--- src/rtl/microcpu_pkg.sv ---
// microcpu_pkg: opcode constants, sequencer state encoding and PC width
// shared by the microcpu decoder and sequencer.
package microcpu_pkg;
    localparam int PC_WIDTH = 12;
    localparam logic [3:0] OP_NOP = 4'h0;
    localparam logic [3:0] OP_ADD = 4'h1;
    localparam logic [3:0] OP_SUB = 4'h2;
    localparam logic [3:0] OP_MUL = 4'h3;
    localparam logic [3:0] OP_AND = 4'h4;
    localparam logic [3:0] OP_OR  = 4'h5;
    localparam logic [3:0] OP_JMP = 4'h6;
    localparam logic [3:0] OP_LUI = 4'h7;
    localparam logic [3:0] OP_LLI = 4'h8;
    typedef enum logic [2:0] {
        ST_IDLE,
        ST_FETCH,
        ST_DECODE,
        ST_EXEC,
        ST_WB
    } seq_state_t;
endpackage

--- src/rtl/microcpu_sequencer.sv ---
// microcpu_sequencer: fetch/decode/execute/writeback FSM owning pc, instr and
// the retire counter; MUL waits MUL_LATENCY cycles in EXEC before retiring.
module microcpu_sequencer #(
    parameter int PC_WIDTH    = 12,
    parameter int MUL_LATENCY = 3
) (
    input  logic                clk,
    input  logic                rst,
    input  logic                run,
    output logic                imem_req,
    output logic [PC_WIDTH-1:0] imem_addr,
    input  logic [15:0]         imem_rdata,
    input  logic                imem_valid,
    output logic [15:0]         instr,
    input  logic [3:0]          dec_alu_op,
    input  logic                dec_reg_write,
    input  logic                dec_load_pc,
    input  logic [PC_WIDTH-1:0] dec_load_pc_val,
    output logic                rf_we,
    output logic [PC_WIDTH-1:0] pc,
    output logic                busy,
    output logic                retired,
    output logic [31:0]         retire_count
);
    import microcpu_pkg::*;

    seq_state_t state, state_next;
    logic [3:0] wait_cnt;

    always_ff @(posedge clk) begin
        if (rst) begin
            state        <= ST_IDLE;
            pc           <= '0;
            instr        <= '0;
            wait_cnt     <= '0;
            retire_count <= '0;
        end else begin
            state <= state_next;
            if (state == ST_FETCH && imem_valid)
                instr <= imem_rdata;
            if (state == ST_DECODE && dec_alu_op == OP_MUL)
                wait_cnt <= 4'(MUL_LATENCY - 1);
            else if (state == ST_EXEC && wait_cnt != 4'd0)
                wait_cnt <= wait_cnt - 4'd1;
            // Retirement is the only place pc and the counter move.
            if (state == ST_WB) begin
                pc           <= dec_load_pc ? dec_load_pc_val : pc + 1'b1;
                retire_count <= retire_count + 32'd1;
            end
        end
    end

    always_comb begin
        state_next = state;
        unique case (state)
            ST_IDLE:   state_next = run ? ST_FETCH : ST_IDLE;
            ST_FETCH:  state_next = imem_valid ? ST_DECODE : ST_FETCH;
            ST_DECODE: state_next = (dec_alu_op == OP_MUL) ? ST_EXEC : ST_WB;
            ST_EXEC:   state_next = (wait_cnt == 4'd0) ? ST_WB : ST_EXEC;
            ST_WB:     state_next = run ? ST_FETCH : ST_IDLE;
            default:   state_next = ST_IDLE;
        endcase
    end

    assign imem_req  = state == ST_FETCH;
    assign imem_addr = pc;
    assign retired   = state == ST_WB;
    assign rf_we     = retired && dec_reg_write;
    assign busy      = state != ST_IDLE;
endmodule

--- config.mk ---
export PLATFORM = sky130hd
export DESIGN_NAME = microcpu_sequencer
export DESIGN_NICKNAME = d
export VERILOG_FILES = /design/src/rtl/microcpu_pkg.sv /design/src/rtl/microcpu_sequencer.sv
export SDC_FILE = /design/constraint.sdc
export NUM_CORES = 1
export LEC_CHECK = 0
export CAP_MARGIN = 20
export CELL_PAD_IN_SITES_DETAIL_PLACEMENT = 1
export CELL_PAD_IN_SITES_GLOBAL_PLACEMENT = 1
export CORE_AREA = 2 2 114 88
export CTS_BUF_LIST = sky130_fd_sc_hd__clkbuf_8
export CTS_CLUSTER_DIAMETER = 200
export DETAILED_ROUTE_END_ITERATION = 12
export DIE_AREA = 0 0 116 90
export GPL_TIMING_DRIVEN = 0
export MAX_ROUTING_LAYER = met4
export PLACE_DENSITY = 0.92
export SLEW_MARGIN = 20
export SYNTH_ARGS = -nofsm -noshare
export SYNTH_HDL_FRONTEND = slang
export SYNTH_SLANG_ARGS = --single-unit
--- constraint.sdc ---
create_clock -name clk -period 5.07 [get_ports clk]
set_input_delay 0.507 -clock clk [delete_from_list [all_inputs] [get_ports clk]]
set_output_delay 0.507 -clock clk [all_outputs]
set_load 0.05 [all_outputs]
# Word level (Yosys, flattened, before mapping)
# Cells that the tools add are included.
[totals] in_bits=38 register_bits=67 output_inout_bits=76 wordCells=33
[op_classes] n_mux=8 add_sub_neg=3 reduce_logical=11 n_eq_ne=5
[ops] cell="$add 32x1->32 const B" count=1
[ops] cell="$add 12x1->12 const B" count=1
[ops] cell="$mux 12" count=1
[ops] cell="$pmux 3 s4" count=1
[ops] cell="$eq 3x2->1 const B" count=2
[ops] cell="$mux 2" count=3
[ops] cell="$mux 3" count=2
[ops] cell="$eq 4x2->1 const B" count=1
[ops] cell="$logic_and 1x1->1" count=4
[ops] cell="$logic_not 4->1" count=1
[ops] cell="$reduce_bool 4->1" count=1
[ops] cell="$reduce_or 2->1" count=2
[ops] cell="$sub 4x1->4 const B" count=1
[ops] cell="$eq 3x1->1 const B" count=1
[ops] cell="$eq 3x3->1 const B" count=1
[ops] cell="$logic_not 3->1" count=1
[ops] cell="$reduce_bool 3->1" count=1
[ops] cell="$reduce_bool 2->1" count=1
[ops] cell="$mux 1" count=1

# Longest topological paths before layout
# Gate-level depths: netlist of run 1.
[logic_depth] ltp_word=4 depth_mapped=7 ltp_nobuf=6

# Least setup slack after synthesis of run 1
# OpenSTA, ideal clock, no wires.
[synth_timing] path_type="register -> register" startpoint="reg state[0]" endpoint="reg instr[11]" setup_ps=70 path_slack_ps=2222 required_ps=5000 arrival_ps=2778 period_less_slack_ps=2848 path_buffers=3 stages_incl_launch_ff=8 path_cell_list="dfxtp_1 clkbuf_1 nor3b_1 and2_1 clkbuf_1 clkbuf_1 nand2_1 a21oi_1"
[synth_via] elab_chain_len=2
[synth_rtl] item="from (decl)" line="microcpu_sequencer.sv:27" text="seq_state_t state, state_next;"
[synth_rtl] item="from (signal assigned)" line="microcpu_sequencer.sv:38" text="state <= state_next;"
[synth_rtl] item="$eq 3x1->1"
[synth_rtl] item="net imem_req" line="microcpu_sequencer.sv:10" text="output logic imem_req,"
[synth_rtl] item="$logic_and 1x1->1" line="microcpu_sequencer.sv:39" text="if (state == ST_FETCH && imem_valid)"
[synth_rtl] item="to (signal assigned)" line="microcpu_sequencer.sv:40" text="instr <= imem_rdata;"
[synth_rtl] item="to (decl)" line="microcpu_sequencer.sv:14" text="output logic [15:0] instr,"
# The timed path passes the listed nets, and every way through them passes these cells.
# A chain may end at the register's enable or synchronous reset.

# Final worst setup path of run 1
[layout_timing] startpoint="reg state[2]" endpoint="out rf_we"
[layout_via] elab_chain_len=2
[layout_rtl] item="$eq 3x3->1" line="microcpu_sequencer.sv:67" text="assign retired = state == ST_WB;"
[layout_rtl] item="$logic_and 1x1->1" line="microcpu_sequencer.sv:68" text="assign rf_we = retired && dec_reg_write;"
[layout_rtl] item="to (decl)" line="microcpu_sequencer.sv:19" text="output logic rf_we,"
# Every way passes these cells.

==> results of run 1 <==
cell families after synthesis:
group,Yosys count,share of synthesized area
buffers and inverters,46,0.0669
multiplexers,11,0.0355
AO/OA/AOI/OAI,88,0.160
flip-flops,67,0.410
XOR/XNOR,11,0.0294
AND/OR/NAND/NOR,178,0.283
adder cells (fa/ha/maj),4,0.0153
metrics by stage:
step            util  setup slack, ns  hold WS [ns]  cells
3_5_place_dp   0.486             1.75         0.448    649
5_1_grt        0.507             1.17         0.487    665
6_report       0.507             1.31         0.456    665
4_1_cts        0.507             1.35         0.459    665
3_3_place_gp   0.486             1.88         0.443    649
2_1_floorplan      -             2.22         0.471    405
flip-flops by register name, indices dropped and copies added, names as in the netlist:
| signal | cells |
|---|---|
| instr | 16 |
| retire_count | 32 |
| state | 3 |
| imem_addr | 12 |
| wait_cnt | 4 |
cell type report:
type | instances | area, µm²
fill | 1168 | 4630
multi-input combinational | 292 | 1710
sequential | 67 | 1340
timing repair buffer | 112 | 1120
buffer | 35 | 178
tap | 132 | 165
clock buffer | 10 | 138
clock inverter | 6 | 56.3
inverter | 11 | 41.3
power groups by stage:
stage               registers, mW  clock network (mW)  logic, mW
floorplan                   0.571                   0     0.0470
finish                      0.540               0.443      0.131
CTS                         0.540               0.451      0.131
detailed placement          0.552                   0      0.130
global placement            0.551                   0      0.126
global route                0.540               0.478      0.139
worst min-delay path by stage:
stage	cells past startpoint	slack, ns	end	from
4_1_cts	2	0.46	instr[2]	instr[2]
6_report	2	0.46	instr[2]	instr[2]
3_5_place_dp	2	0.45	instr[2]	instr[2]
5_1_grt	2	0.49	instr[2]	instr[2]
3_3_place_gp	2	0.44	instr[0]	instr[0]
2_1_floorplan	2	0.47	wait_cnt[0]	wait_cnt[0]
critical path, stage by stage, from the launching register on:
cell	delay [ns]
dfxtp_1	0.48
or3b_1	0.42
clkbuf_1	0.24
inv_1	0.23
buf_1	0.50
and2_1	0.22
clkdlybuf4s50_1	0.81
routing by layer:
layer	GRT usage	vias to the layer above	share of wire
met3	0.0512	16	0.051
met5	-	-	0
met1	0.308	1762	0.44
met2	0.404	123	0.50
met4	0.0585	0	0.012
li1	-	1703	-
layout by cell type, fill, tap and decap left out, types with 8 or more instances in the layout:
cell type / n
clkbuf_8: 10
a21oi_1: 44
nor2_1: 26
nand3_1: 16
dfxtp_1: 67
buf_4: 12
clkbuf_1: 19
o21ai_0: 13
inv_1: 11
clkdlybuf4s50_1: 112
nor4_1: 12
nand2_1: 55
o31ai_1: 17
or3_1: 8
or4_1: 17
nand4_1: 13
==> metrics.txt, run 1 <==
CP Max Fanout 10; row cnt 31; worst r2r path cells 7; Placed Area 4560 µm²; Num CTS Buffers 9; clock share of power 0.398; TritonCTS clock tree built; Cell variety after synth 42; Die Ht 90 µm; most frequent cell after synthesis dfxtp_1; R2R setup slack 2.28 ns; Iteration-0 DRC Markers between 150 and 200; FMAX ~0.27 GHz; syn avg cell area around 8.1 µm²; drc violations 0; PostCTS Resize Cnt 0; sequential element share of the synthesized area 0.410; Setup crit start state[2]; #FFs+latches synth between 60 and 70; first-pass GRT wire length slightly below 20000 µm; sw frac 0.260; root buffer cell clkbuf_8; Congestion Overflow GR 0; overall power approximately 1.1 mW; Net Sw Power about 0.29 mW; nets@finish between 500 and 600; Final Slew Violations 0; Hold Vio Cnt, Final 0; initial antenna violation count 0; maxcap violations 0; Crit Reg-Reg Endpoint retire_count[19]; combinational share of power 0.118; LEAKAGE about 1.6 nW; Setup TNS 0 ns; DR WL/cell between 15 and 20 µm; via count around 3600; yosys warns 0; post-CTS setup buffer count 0; Reg power frac 0.485; total global-route track usage 0.245; area leader, netlist dfxtp_1; CP Capture Type output pin; cell count after synthesis a little over 400; Slew @ Worst Pin roughly 0.66 ns; Reg clk slew, reported paths approximately 0.07 ns; design area between 4000 and 5000 µm²; Max-slew headroom 0.562; Post-synth top cells 67 x dfxtp_1, 55 x nand2_1, 44 x a21oi_1; die area around 10000 µm²; Final Wtd Congestion 0.839; vias in the first global route approximately 3800; Worst Skew just under 0.008 ns; share of the synthesized area in the top cell type 0.410; largest net degree at the start of global routing 12; initial core utilization 0.349; Int Power a little over 0.8 mW; total I/O pin count between 100 and 150; Initial DRT Pass Iterations 5; vias per cell 5.42; min Tclk post-route 3.76 ns; antenna cells 0; Port Buffer Count ~110; Sink Count 67; CP arrival 3.25 ns; # hold bufs at CTS 0; unrepaired setup endpoints after global routing false; status completed; CP endpoint rf_we; final worst-path cycle share 0.741; post-route ant nets 0; clk_lat worst skew 0.35 ns; WL final about 12000 µm; critical path startpoint category register; Setup violations, final 0; required time of the worst setup path 4.56 ns; Area Growth Syn to Fin 45.2%; Peak supply drop 0.110 mV; r2r startpoint state[2]; core area between 9000 and 10000 µm²; htree depth 3; synth top area cells dfxtp_1 41%, a21oi_1 6.7%, nand2_1 6.3%, o31ai_1 3.9%, or4_1 3.9%; ys async rst share 0; fraction of layout cells with a size suffix above 1 0.0657; syn nets approximately 450; Detailed Place HPWL 8850 µm; die width 116 µm; Primary FF master, synth dfxtp_1; power per cell area around 230 nW/µm²; EDFF count, synth 0; Hold Path Class register to register; Bufs on Longest Clock Path 2; Crit Path Class register to output pin; cell area after synthesis 3270 µm²
Note: power is estimated with default switching activity, not from simulation.
==> run 2, diff against run 1 <==
--- a/config.mk
+++ b/config.mk
@@ -8,14 +8,14 @@
 export CAP_MARGIN = 20
 export CELL_PAD_IN_SITES_DETAIL_PLACEMENT = 1
 export CELL_PAD_IN_SITES_GLOBAL_PLACEMENT = 1
-export CORE_AREA = 2 2 114 88
+export CORE_AREA = 2 2 119 92
 export CTS_BUF_LIST = sky130_fd_sc_hd__clkbuf_8
 export CTS_CLUSTER_DIAMETER = 200
 export DETAILED_ROUTE_END_ITERATION = 12
-export DIE_AREA = 0 0 116 90
+export DIE_AREA = 0 0 121 94
 export GPL_TIMING_DRIVEN = 0
 export MAX_ROUTING_LAYER = met4
-export PLACE_DENSITY = 0.92
+export PLACE_DENSITY = 0.86
 export SLEW_MARGIN = 20
 export SYNTH_ARGS = -nofsm -noshare
 export SYNTH_HDL_FRONTEND = slang
==> constraint.sdc (replaced) <==
create_clock -name clk -period 3.5 [get_ports clk]
set_input_delay 0.35 -clock clk [delete_from_list [all_inputs] [get_ports clk]]
set_output_delay 0.35 -clock clk [all_outputs]
set_load 0.05 [all_outputs]
==> run 2 against run 1 <==
- design area about the same
- combinational power rose by 43%
- non-clock buffer count fell by 1
- die area is 8.9% higher
- routed wire length decreased by 4.4%
- power rose by 44%
- clock power up 44%
- count of clock-buffer cells in the layout decreased by 1
- utilization fell by 3.7 points
- worst setup slack worse by 1.0 ns
- worst hold slack improved by 0.0012 ns
- critical endpoint unchanged
- largest cell class unchanged
- highest routed layer unchanged
==> metrics.txt, run 2 (synthesized netlist as in run 1, its figures left out) <==
Initial DRT Pass Iterations 4 (-1); largest net degree at the start of global routing 16 (+4); post-CTS setup buffer count 0 (unchanged); CP arrival 2.88 ns (-0.37 ns); Hold Vio Cnt, Final 0 (unchanged); status completed; CP max-delay cell clkdlybuf4s50_1; final worst-path cycle share 0.922; Max stage delay on crit path 0.80 ns (about the same); Placed Area 4570 µm² (+0.11%); Iteration-0 DRC Markers 158 (-4.2%); Reg clk slew, reported paths 0.08 ns (about the same); first-pass GRT wire length 18600 µm (-5.7%); CP Max Fanout 15 (+5); die width 121 µm (+4.3%); LEAKAGE 1.55 nW (-0.84%); total I/O pin count 114 (unchanged); crit-path cells or3b_1 > clkbuf_1 > inv_1 > and2_1 > clkdlybuf4s50_1; clk_lat worst skew 0.35 ns (about the same); fraction of layout cells with a size suffix above 1 0.0659 (+0.000247); critical path startpoint category register; unrepaired setup endpoints after global routing false; Detailed Place HPWL 8530 µm (-3.6%); Peak supply drop 0.181 mV (+64%); final worst setup slack 0.273 ns (-1.04 ns); final core occ 0.469 (-0.0373); Max-slew headroom 0.586 (+0.0239); Hold Path Class register to register; Num CTS Buffers 9 (unchanged); Setup violations, final 0 (unchanged); vias in the first global route 3631 (-4.5%); nets@finish 569 (-0.18%); DR WL/cell 17.4 µm (-4.7%); FMAX 0.310 GHz; design area 4750 µm² (about the same); max reg flops 32 (unchanged); Sink Count 67 (unchanged); via count 3577 (-0.75%); DP Worst Slack 0.386 ns (-1.36 ns); vias per cell 5.36 (-1.0%); Final Slew Violations 0 (unchanged); required time of the worst setup path 3.15 ns (-1.41 ns); PostCTS Resize Cnt 0 (unchanged); Worst Skew 0.0163 ns (+0.00846 ns); Finished Layout Cells 667 (+0.30%); antenna cells 0 (unchanged); Inst Count DP 653 (+0.62%); die area 11400 µm² (+8.9%); Slew @ Worst Pin 0.621 ns (-0.0344 ns); Final Wtd Congestion 0.861 (+2.6%); Crit Path Class register to output pin; Congestion Overflow GR 0 (unchanged); initial antenna violation count 0 (unchanged); root buffer cell clkbuf_8; Port Buffer Count 112 (unchanged); drc violations 0 (unchanged); maxcap violations 0 (unchanged); total global-route track usage 0.212 (-0.0334); Area Growth Syn to Fin 45.2% (about the same); TritonCTS clock tree built; row cnt 32 (+3.2%); power per cell area 338 nW/µm² (+44%); WL final 11600 µm (-4.4%); FILL cells 1230 (+5.3%); htree depth 3 (unchanged); Setup TNS 0 ns (unchanged); Bufs and invs on worst path 3 (-1); initial core utilization 0.323 (-0.0256); Most flops, register retire_count; cell family with most CP delay buffers and inverters; core area 10100 µm² (+7.9%); most frequent cells in the layout 112 x clkdlybuf4s50_1, 67 x dfxtp_1, 55 x nand2_1; post-route ant nets 0 (unchanged); Die Ht 94 µm (+4.4%); min Tclk post-route approximately 3.2 ns; Bufs on Longest Clock Path 2 (unchanged); CP Capture Type output pin; commonest non-fill, non-tap cell in the layout clkdlybuf4s50_1
run 2: cell count changes in the layout (fill, tap and decap cells not counted):
cell        change
buf_1           -1
clkbuf_8        -1
clkinv_2        -2
clkinv_4        +2
clkinvlp_4      +1
inv_1           -1
run 2: routing by layer:
| metal | GRT usage | up-vias | wire, µm |
|---|---|---|---|
| li1 | - | 1696 | - |
| met1 | 0.265 | 1759 | 5280 |
| met2 | 0.346 | 108 | 5630 |
| met3 | 0.0400 | 14 | 503 |
| met4 | 0.0688 | 0 | 163 |
| met5 | - | - | 0 |
run 2: worst reg2reg max path, delay by kind of cell (launching register included):
family / cells / cell delay (ns)
simple gates: 3 / 1.44
buf+inv: 2 / 0.52
mux: 1 / 0.38
flops: 1 / 0.31
run 2: cell type report:
type / instances / area [µm²] / share of cell area
multi-input combinational: 292 / 1710 / 0.361
clock buffer: 9 / 124 / 0.0261
sequential: 67 / 1340 / 0.282
clock inverter: 6 / 67.6 / 0.0142
buffer: 34 / 174 / 0.0366
timing repair buffer: 112 / 1120 / 0.236
inverter: 11 / 41.3 / 0.00869
tap: 136 / 170 / 0.0358
run 2: power by group:
part / internal [mW] / switching (mW)
clock: 0.326 / 0.310
sequential: 0.772 / 0.00829
combinational: 0.0783 / 0.109
run 2: final timing paths:
check	startpoint	to	slack, ns	cells past startpoint
setup reg to reg	state[0]	retire_count[22]	0.75	6
hold reg to reg	instr[3]	instr[3]	0.46	2
hold / removal	instr[3]	instr[3]	0.46	2
setup / recovery	state[2]	rf_we	0.27	5
run 2: through the flow:
step / power, mW / hold slack, ns
after floorplan: 0.896 / 0.471
after global placement: 0.981 / 0.442
final: 1.60 / 0.457
after detailed placement: 0.986 / 0.448
after global routing: 1.66 / 0.485
after CTS: 1.62 / 0.459
run 2: timing repair:
item                                    4_1_cts  5_1_grt
endpoints found under the hold margin         0        0
endpoints found under the setup margin        1        0
hold buffers                                  0        0
